## config.mk

```make
export PLATFORM = sky130hd
export DESIGN_NAME = ps2_kbd_rx
export DESIGN_NICKNAME = d
export VERILOG_FILES = /design/src/rtl/ps2_pkg.sv /design/src/rtl/ps2_fifo.sv /design/src/rtl/ps2_kbd_rx.sv
export SDC_FILE = /design/constraint.sdc
export NUM_CORES = 1
export LEC_CHECK = 0
export CORE_ASPECT_RATIO = 1.75
export CORE_MARGIN = 5
export CORE_UTILIZATION = 31
export CTS_BUF_LIST = sky130_fd_sc_hd__clkbuf_4 sky130_fd_sc_hd__clkbuf_8 sky130_fd_sc_hd__clkbuf_16
export CTS_CLUSTER_DIAMETER = 120
export DETAILED_ROUTE_END_ITERATION = 8
export DONT_BUFFER_PORTS = 1
export PLACE_DENSITY = 0.49
export SYNTH_ARGS = -nofsm -noshare
export SYNTH_HDL_FRONTEND = slang
export SYNTH_SLANG_ARGS = --single-unit
```

## constraint.sdc

```tcl
create_clock -name clk -period 2.4 [get_ports clk]
set_input_delay 0.36 -clock clk [delete_from_list [all_inputs] [get_ports clk]]
set_output_delay 0.36 -clock clk [all_outputs]
set_load 0.02 [all_outputs]
```

## src/rtl/ps2_pkg.sv

```systemverilog
// Shared constants, receive-FSM state encoding and parity helper for the PS/2 keyboard receiver.
package ps2_pkg;

    localparam logic [7:0] PS2_BREAK      = 8'hF0;
    localparam logic [7:0] PS2_EXT        = 8'hE0;
    localparam int         PS2_FRAME_BITS = 11;

    typedef enum logic [1:0] {
        ST_IDLE   = 2'd0,
        ST_DATA   = 2'd1,
        ST_PARITY = 2'd2,
        ST_STOP   = 2'd3
    } ps2_state_e;

    // PS/2 uses odd parity over the eight data bits plus the parity bit.
    function automatic logic ps2_odd_ok(input logic [7:0] data, input logic par);
        return ^{data, par};
    endfunction

endpackage

```

## src/rtl/ps2_fifo.sv

```systemverilog
// Synchronous scan-code FIFO; an extra pointer MSB separates full from empty.
module ps2_fifo #(
    parameter int WIDTH = 8,
    parameter int DEPTH = 8
) (
    input  logic             i_clk,
    input  logic             i_rst,
    input  logic             i_push,
    input  logic             i_pop,
    input  logic [WIDTH-1:0] i_wdata,
    output logic [WIDTH-1:0] o_rdata,
    output logic             o_full,
    output logic             o_empty
);

    localparam int AW = $clog2(DEPTH);

    logic [AW:0]      r_wr_ptr;
    logic [AW:0]      r_rd_ptr;
    logic [WIDTH-1:0] r_mem [DEPTH];

    logic w_do_pop;
    logic w_do_push;

    assign o_empty   = (r_wr_ptr == r_rd_ptr);
    assign o_full    = (r_wr_ptr[AW] != r_rd_ptr[AW]) &&
                       (r_wr_ptr[AW-1:0] == r_rd_ptr[AW-1:0]);
    assign w_do_pop  = i_pop & ~o_empty;
    // A pop in the same cycle frees the slot, so a full FIFO still accepts the write.
    assign w_do_push = i_push & (~o_full | w_do_pop);
    assign o_rdata   = o_empty ? '0 : r_mem[r_rd_ptr[AW-1:0]];

    always_ff @(posedge i_clk) begin
        if (i_rst) begin
            r_wr_ptr <= '0;
            r_rd_ptr <= '0;
        end else begin
            if (w_do_push)
                r_wr_ptr <= r_wr_ptr + 1'b1;
            if (w_do_pop)
                r_rd_ptr <= r_rd_ptr + 1'b1;
        end
    end

    always_ff @(posedge i_clk) begin
        if (w_do_push)
            r_mem[r_wr_ptr[AW-1:0]] <= i_wdata;
    end

endmodule

```

## src/rtl/ps2_kbd_rx.sv

```systemverilog
// PS/2 keyboard receiver: pin synchroniser, 11-bit frame FSM with watchdog, scan-code FIFO, make/break tracking.
// Define PS2_PARITY_CHECK_EN to discard frames whose odd parity is wrong; otherwise the parity bit is ignored.
module ps2_kbd_rx
    import ps2_pkg::*;
#(
    parameter int FIFO_DEPTH = 8,
    parameter int TIMEOUT    = 50000
) (
    input  logic       clk,
    input  logic       rst,
    input  logic       ps2_clk,
    input  logic       ps2_data,
    input  logic       rd_en,
    output logic [7:0] rdata,
    output logic       valid,
    output logic       overflow,
    output logic       frame_err,
    output logic       key_down,
    output logic [7:0] key_code,
    output logic [7:0] press_cnt
);

    localparam int DATA_BITS = PS2_FRAME_BITS - 3;
    localparam int WD_W      = $clog2(TIMEOUT + 1);
`ifdef PS2_PARITY_CHECK_EN
    localparam logic PARITY_EN = 1'b1;
`else
    localparam logic PARITY_EN = 1'b0;
`endif

    logic [2:0]      r_clk_sync;
    logic [1:0]      r_dat_sync;
    ps2_state_e      r_state;
    logic [2:0]      r_bitcnt;
    logic [WD_W-1:0] r_wdog;
    logic [7:0]      r_shift;
    logic            r_par;
    logic            r_brk_pend;
    logic            r_key_down;
    logic [7:0]      r_key_code;
    logic [7:0]      r_press_cnt;
    logic            r_overflow;

    logic       w_fall;
    logic       w_bit;
    logic       w_timeout;
    logic       w_stop_ev;
    logic       w_par_ok;
    logic       w_good;
    logic       w_push;
    logic       w_ferr;
    logic       w_pop;
    logic       w_full;
    logic       w_empty;
    logic [7:0] w_head;

    // Flops reset to 1 (idle bus level) so leaving reset never fakes a falling edge.
    always_ff @(posedge clk) begin
        if (rst) begin
            r_clk_sync <= 3'b111;
            r_dat_sync <= 2'b11;
        end else begin
            r_clk_sync <= {r_clk_sync[1:0], ps2_clk};
            r_dat_sync <= {r_dat_sync[0], ps2_data};
        end
    end

    assign w_fall    = r_clk_sync[2] & ~r_clk_sync[1];
    assign w_bit     = r_dat_sync[1];
    assign w_timeout = (r_state != ST_IDLE) && (r_wdog == WD_W'(TIMEOUT));
    assign w_stop_ev = w_fall & (r_state == ST_STOP) & ~w_timeout & ~rst;
    assign w_par_ok  = ~PARITY_EN | ps2_odd_ok(r_shift, r_par);
    assign w_good    = w_bit & w_par_ok;
    assign w_push    = w_stop_ev & w_good;
    assign w_ferr    = ~rst & (w_timeout | (w_stop_ev & ~w_good));
    assign frame_err = w_ferr;

    always_ff @(posedge clk) begin
        if (rst) begin
            r_state  <= ST_IDLE;
            r_bitcnt <= '0;
            r_wdog   <= '0;
        end else if (w_timeout) begin
            r_state <= ST_IDLE;
            r_wdog  <= '0;
        end else if (w_fall) begin
            r_wdog <= '0;
            case (r_state)
                ST_IDLE: begin
                    if (!w_bit) begin
                        r_state  <= ST_DATA;
                        r_bitcnt <= '0;
                    end
                end
                ST_DATA: begin
                    r_bitcnt <= r_bitcnt + 3'd1;
                    if (r_bitcnt == 3'(DATA_BITS - 1))
                        r_state <= ST_PARITY;
                end
                ST_PARITY: r_state <= ST_STOP;
                default:   r_state <= ST_IDLE;
            endcase
        end else if (r_state != ST_IDLE) begin
            r_wdog <= r_wdog + WD_W'(1);
        end
    end

    // Data bits arrive LSB first, so shift right and insert at the MSB.
    always_ff @(posedge clk) begin
        if (w_fall && r_state == ST_DATA)
            r_shift <= {w_bit, r_shift[7:1]};
        if (w_fall && r_state == ST_PARITY)
            r_par <= w_bit;
    end

    always_ff @(posedge clk) begin
        if (rst) begin
            r_brk_pend  <= 1'b0;
            r_key_down  <= 1'b0;
            r_key_code  <= '0;
            r_press_cnt <= '0;
        end else if (w_push) begin
            if (r_shift == PS2_BREAK) begin
                r_brk_pend <= 1'b1;
            end else if (r_shift == PS2_EXT) begin
                r_brk_pend <= r_brk_pend;
            end else if (r_brk_pend) begin
                r_key_down <= 1'b0;
                r_key_code <= r_shift;
                r_brk_pend <= 1'b0;
            end else begin
                // Typematic repeats of the held key do not count as new presses.
                if (!r_key_down || r_shift != r_key_code)
                    r_press_cnt <= r_press_cnt + 8'd1;
                r_key_down <= 1'b1;
                r_key_code <= r_shift;
            end
        end
    end

    assign w_pop = rd_en & ~w_empty;

    always_ff @(posedge clk) begin
        if (rst)
            r_overflow <= 1'b0;
        else if (w_push && w_full && !w_pop)
            r_overflow <= 1'b1;
    end

    ps2_fifo #(
        .WIDTH (8),
        .DEPTH (FIFO_DEPTH)
    ) u_fifo (
        .i_clk   (clk),
        .i_rst   (rst),
        .i_push  (w_push),
        .i_pop   (w_pop),
        .i_wdata (r_shift),
        .o_rdata (w_head),
        .o_full  (w_full),
        .o_empty (w_empty)
    );

    assign rdata     = w_head;
    assign valid     = ~w_empty;
    assign overflow  = r_overflow;
    assign key_down  = r_key_down;
    assign key_code  = r_key_code;
    assign press_cnt = r_press_cnt;

endmodule

```

==> run metrics <==
status completed; net switching power 0.979 mW; vias in the first global route 3,381; Post-Syn Instances 415; sequential share of power 46.5%; maximum vdd drop 0.472 mV; Pint 3.97 mW; maximum capacitance violations 0; clk root buf clkbuf_16; top cells by area, synth edfxtp_1, dfxtp_1, mux4_2; Post-synth EDFFs 72; Synth Cell Area 0.00539 mm^2; Sw Share 19.8%; count of final setup violators 0; Slowest-stage cell, CP dfxtp_1; reg2reg end u_fifo.r_wr_ptr[3]; DRT Pass-1 Iters 4; Core ar. 0.0170 mm^2; CP bufs+invs 2; worst hold path endpoint r_bitcnt[0]; FF-to-FF Start r_wdog[1]; Fillers 1,687; die height 185 um; DRT antenna net count 0; # rows 63; FF+latch count, synth 128; Max Freq 440 MHz; fraction of layout cells with a size suffix above 1 21.7%; CTS Buf Count 17; RSZ-0062 raised after global routing true; crit-path cells inv_1, ha_1, and4bb_4, nand4_4, a21oi_4, buf_4; Skew-Pair Late Insertion Delay 0.41 ns; final slew viol count 0; syn nets 431; Required @ worst endpoint 2.04 ns; slew at the pin with the worst max-slew slack 0.687 ns; crit path launch type flip-flop; first-pass GRT wire length 18.1 mm; clock network power share 53.1%; WL final 11.3 mm; PortBufs 0; Setup crit start r_state[0]; grt ovf 0; starting density of the core 31.7%; via count 3,246; final worst path period share 94.7%; Setup Buffers After CTS 0; CP endpoint kind output port; Largest delay share family, worst path simple AND/OR/NAND/NOR gates; synth warn 0; Worst-path clk slew 0.06 ns; r2r setup slk 0.23 ns; DRC violations left 0; Total GRT Usage 11.9%; Hold Path Depth 1; syn avg cell area 13.0 um^2; placed insts 652; asr flop ratio synth 0%; fin crit period 2.27 ns; post-synth top area cell edfxtp_1; routed length per instance 16.6 um; top cell type's share of synthesized area 40.1%; Crit path arrival time 1.91 ns; routability cong. 0.738; CP max FO 10; Top FF cell, synth edfxtp_1; die area 0.0202 mm^2; Die Wd 110 um; crit-path max cell delay 0.37 ns; Lkg Pwr 2.15 nW; pwr/cell area 768 mW/mm^2; Vias/cell 4.75; H-tree depth 4; largest net degree at the start of global routing 39; number of diodes 0; Final nets 460; I/O pin cnt 33; synth-to-layout area growth 19.3%; Worst Skew 0.0130 ns; TritonCTS clock tree built; dpl hpwl 8.18 mm; final-report hold violation count 0; HP Class in -> reg; post-synthesis sequential area ratio 60.9%; final core utilization 37.8%; slew margin rel. 54.1%; Worst Setup Path Type reg -> out; distinct cell type count after synthesis 53; starting DRC count in detailed routing 87; Hold Startpoint rst; clock tree sinks 128; final cell count without fillers 684; Gate power share 0.4%; CTS Buffer Depth 2; Reg2Reg Depth 7; initial antenna violation count 0
-- layout make-up --
type                            instances  area, um^2  share of cell area (%)
Sequential cell                       128        3280                    51.0
Clock inverter                         14         179                    2.78
Tap cell                              227         284                    4.41
Clock buffer                           18         433                    6.73
Multi-Input combinational cell        258        2000                    31.1
Timing Repair Buffer                   28         214                    3.32
Inverter                               11        41.3                   0.642
-- registers in the layout, indices dropped and copies added, names as in the netlist, named ones only --
register and cells:
press_cnt 8, key_down 1, r_dat_sync 2, u_fifo.r_wr_ptr 4, r_brk_pend 1, r_bitcnt 3, u_fifo.r_mem 64, r_shift 8
r_wdog 16, overflow 1, key_code 8, r_clk_sync 3, r_state 2, u_fifo.r_rd_ptr 4
-- power groups by stage --
stage / Clock, mW / Sequential, mW / Combinational [mW]
global placement: 0 / 2.35 / 0.0223
detailed placement: 0 / 2.35 / 0.0229
floorplan: 0 / 2.35 / 0.0230
global route: 2.80 / 2.30 / 0.0249
finish: 2.62 / 2.30 / 0.0222
CTS: 2.69 / 2.30 / 0.0230
-- worst max-delay path by stage --
stage,to,cells past startpoint
global placement,u_fifo.r_mem[6][1],8
floorplan,u_fifo.r_mem[2][0],8
global route,frame_err,6
detailed placement,u_fifo.r_wr_ptr[3],7
CTS,frame_err,6
finish,frame_err,6
-- kinds of logic (layout without fill, tap and decap cells) --
group | count (synthesis) | after routing | synth area share [%]
xor gates and xnor gates | 30 | 30 | 4.87
buffers and inverters | 29 | 71 | 2.34
and+or+nand+nor | 146 | 146 | 14.9
muxes | 30 | 30 | 9.39
AOI/OAI and AO/OA | 41 | 41 | 5.08
DFF | 128 | 128 | 60.9
adders and majority gates | 11 | 11 | 2.55
-- cell usage in the layout (no fill, tap or decap), types with 3 or more instances in the layout --
master      netlist  final
edfxtp_1         72     72
dfxtp_1          56     56
nor2_1           44     44
nand2_1          29     29
buf_4             2     27
a21oi_1          21     20
xnor2_1          18     18
clkbuf_16         0     17
mux4_2           16     16
nand3_1          15     15
mux2i_1          12     12
xor2_1           12     12
ha_1             11     11
inv_1            10     10
or2_2             6      6
nand4_1           6      6
nor2b_1           5      5
nor3_1            5      5
and3_1            5      5
inv_6             0      5
o31ai_1           4      4
or3_1             4      4
o21ai_0           4      4
nand4b_1          3      3
nor4_1            3      3
or4_1             3      3
a22oi_1           3      3
clkinvlp_4        0      3
bufinv_16         0      3
-- per-stage QoR --
step / worst slack [ns] / cell area [um^2] / power (mW) / TNS (ns) / hold WS (ns)
2_1_floorplan: -0.254 / 5400 / 2.37 / -6.30 / 0.389
3_3_place_gp: 0.289 / 5810 / 2.37 / 0 / 0.394
3_5_place_dp: 0.235 / 5810 / 2.37 / 0 / 0.398
4_1_cts: 0.00106 / 6420 / 5.02 / 0 / 0.00205
5_1_grt: -0.00376 / 6430 / 5.13 / -0.00376 / 0.00799
6_report: 0.128 / 6430 / 4.95 / 0 / 0.0265
-- cells in the mapped netlist (3+ instances only) --
master     n
edfxtp_1  72
dfxtp_1   56
nor2_1    44
nand2_1   29
a21oi_1   21
xnor2_1   18
mux4_2    16
nand3_1   15
mux2i_1   12
xor2_1    12
ha_1      11
inv_1     10
buf_2      8
clkbuf_1   6
nand4_1    6
or2_2      6
and3_1     5
nor2b_1    5
nor3_1     5
o21ai_0    4
o31ai_1    4
or3_1      4
a22oi_1    3
nand4b_1   3
nor4_1     3
or4_1      3
-- layer usage --
| metal | global-route usage, % | share of wire [%] | up-vias |
|---|---|---|---|
| met5 | 0 | 0 | - |
| met4 | 3.30 | 0.54 | 0 |
| met3 | 3.01 | 3.2 | 4 |
| met2 | 23.3 | 59 | 50 |
| met1 | 12.2 | 37 | 1608 |
| li1 | - | - | 1584 |
-- repair_timing --
item,CTS,global route
setup endpoints to repair,0,4
hold buffers,0,0
gates resized for setup,0,3
Note: power is estimated with default switching activity, not from simulation.
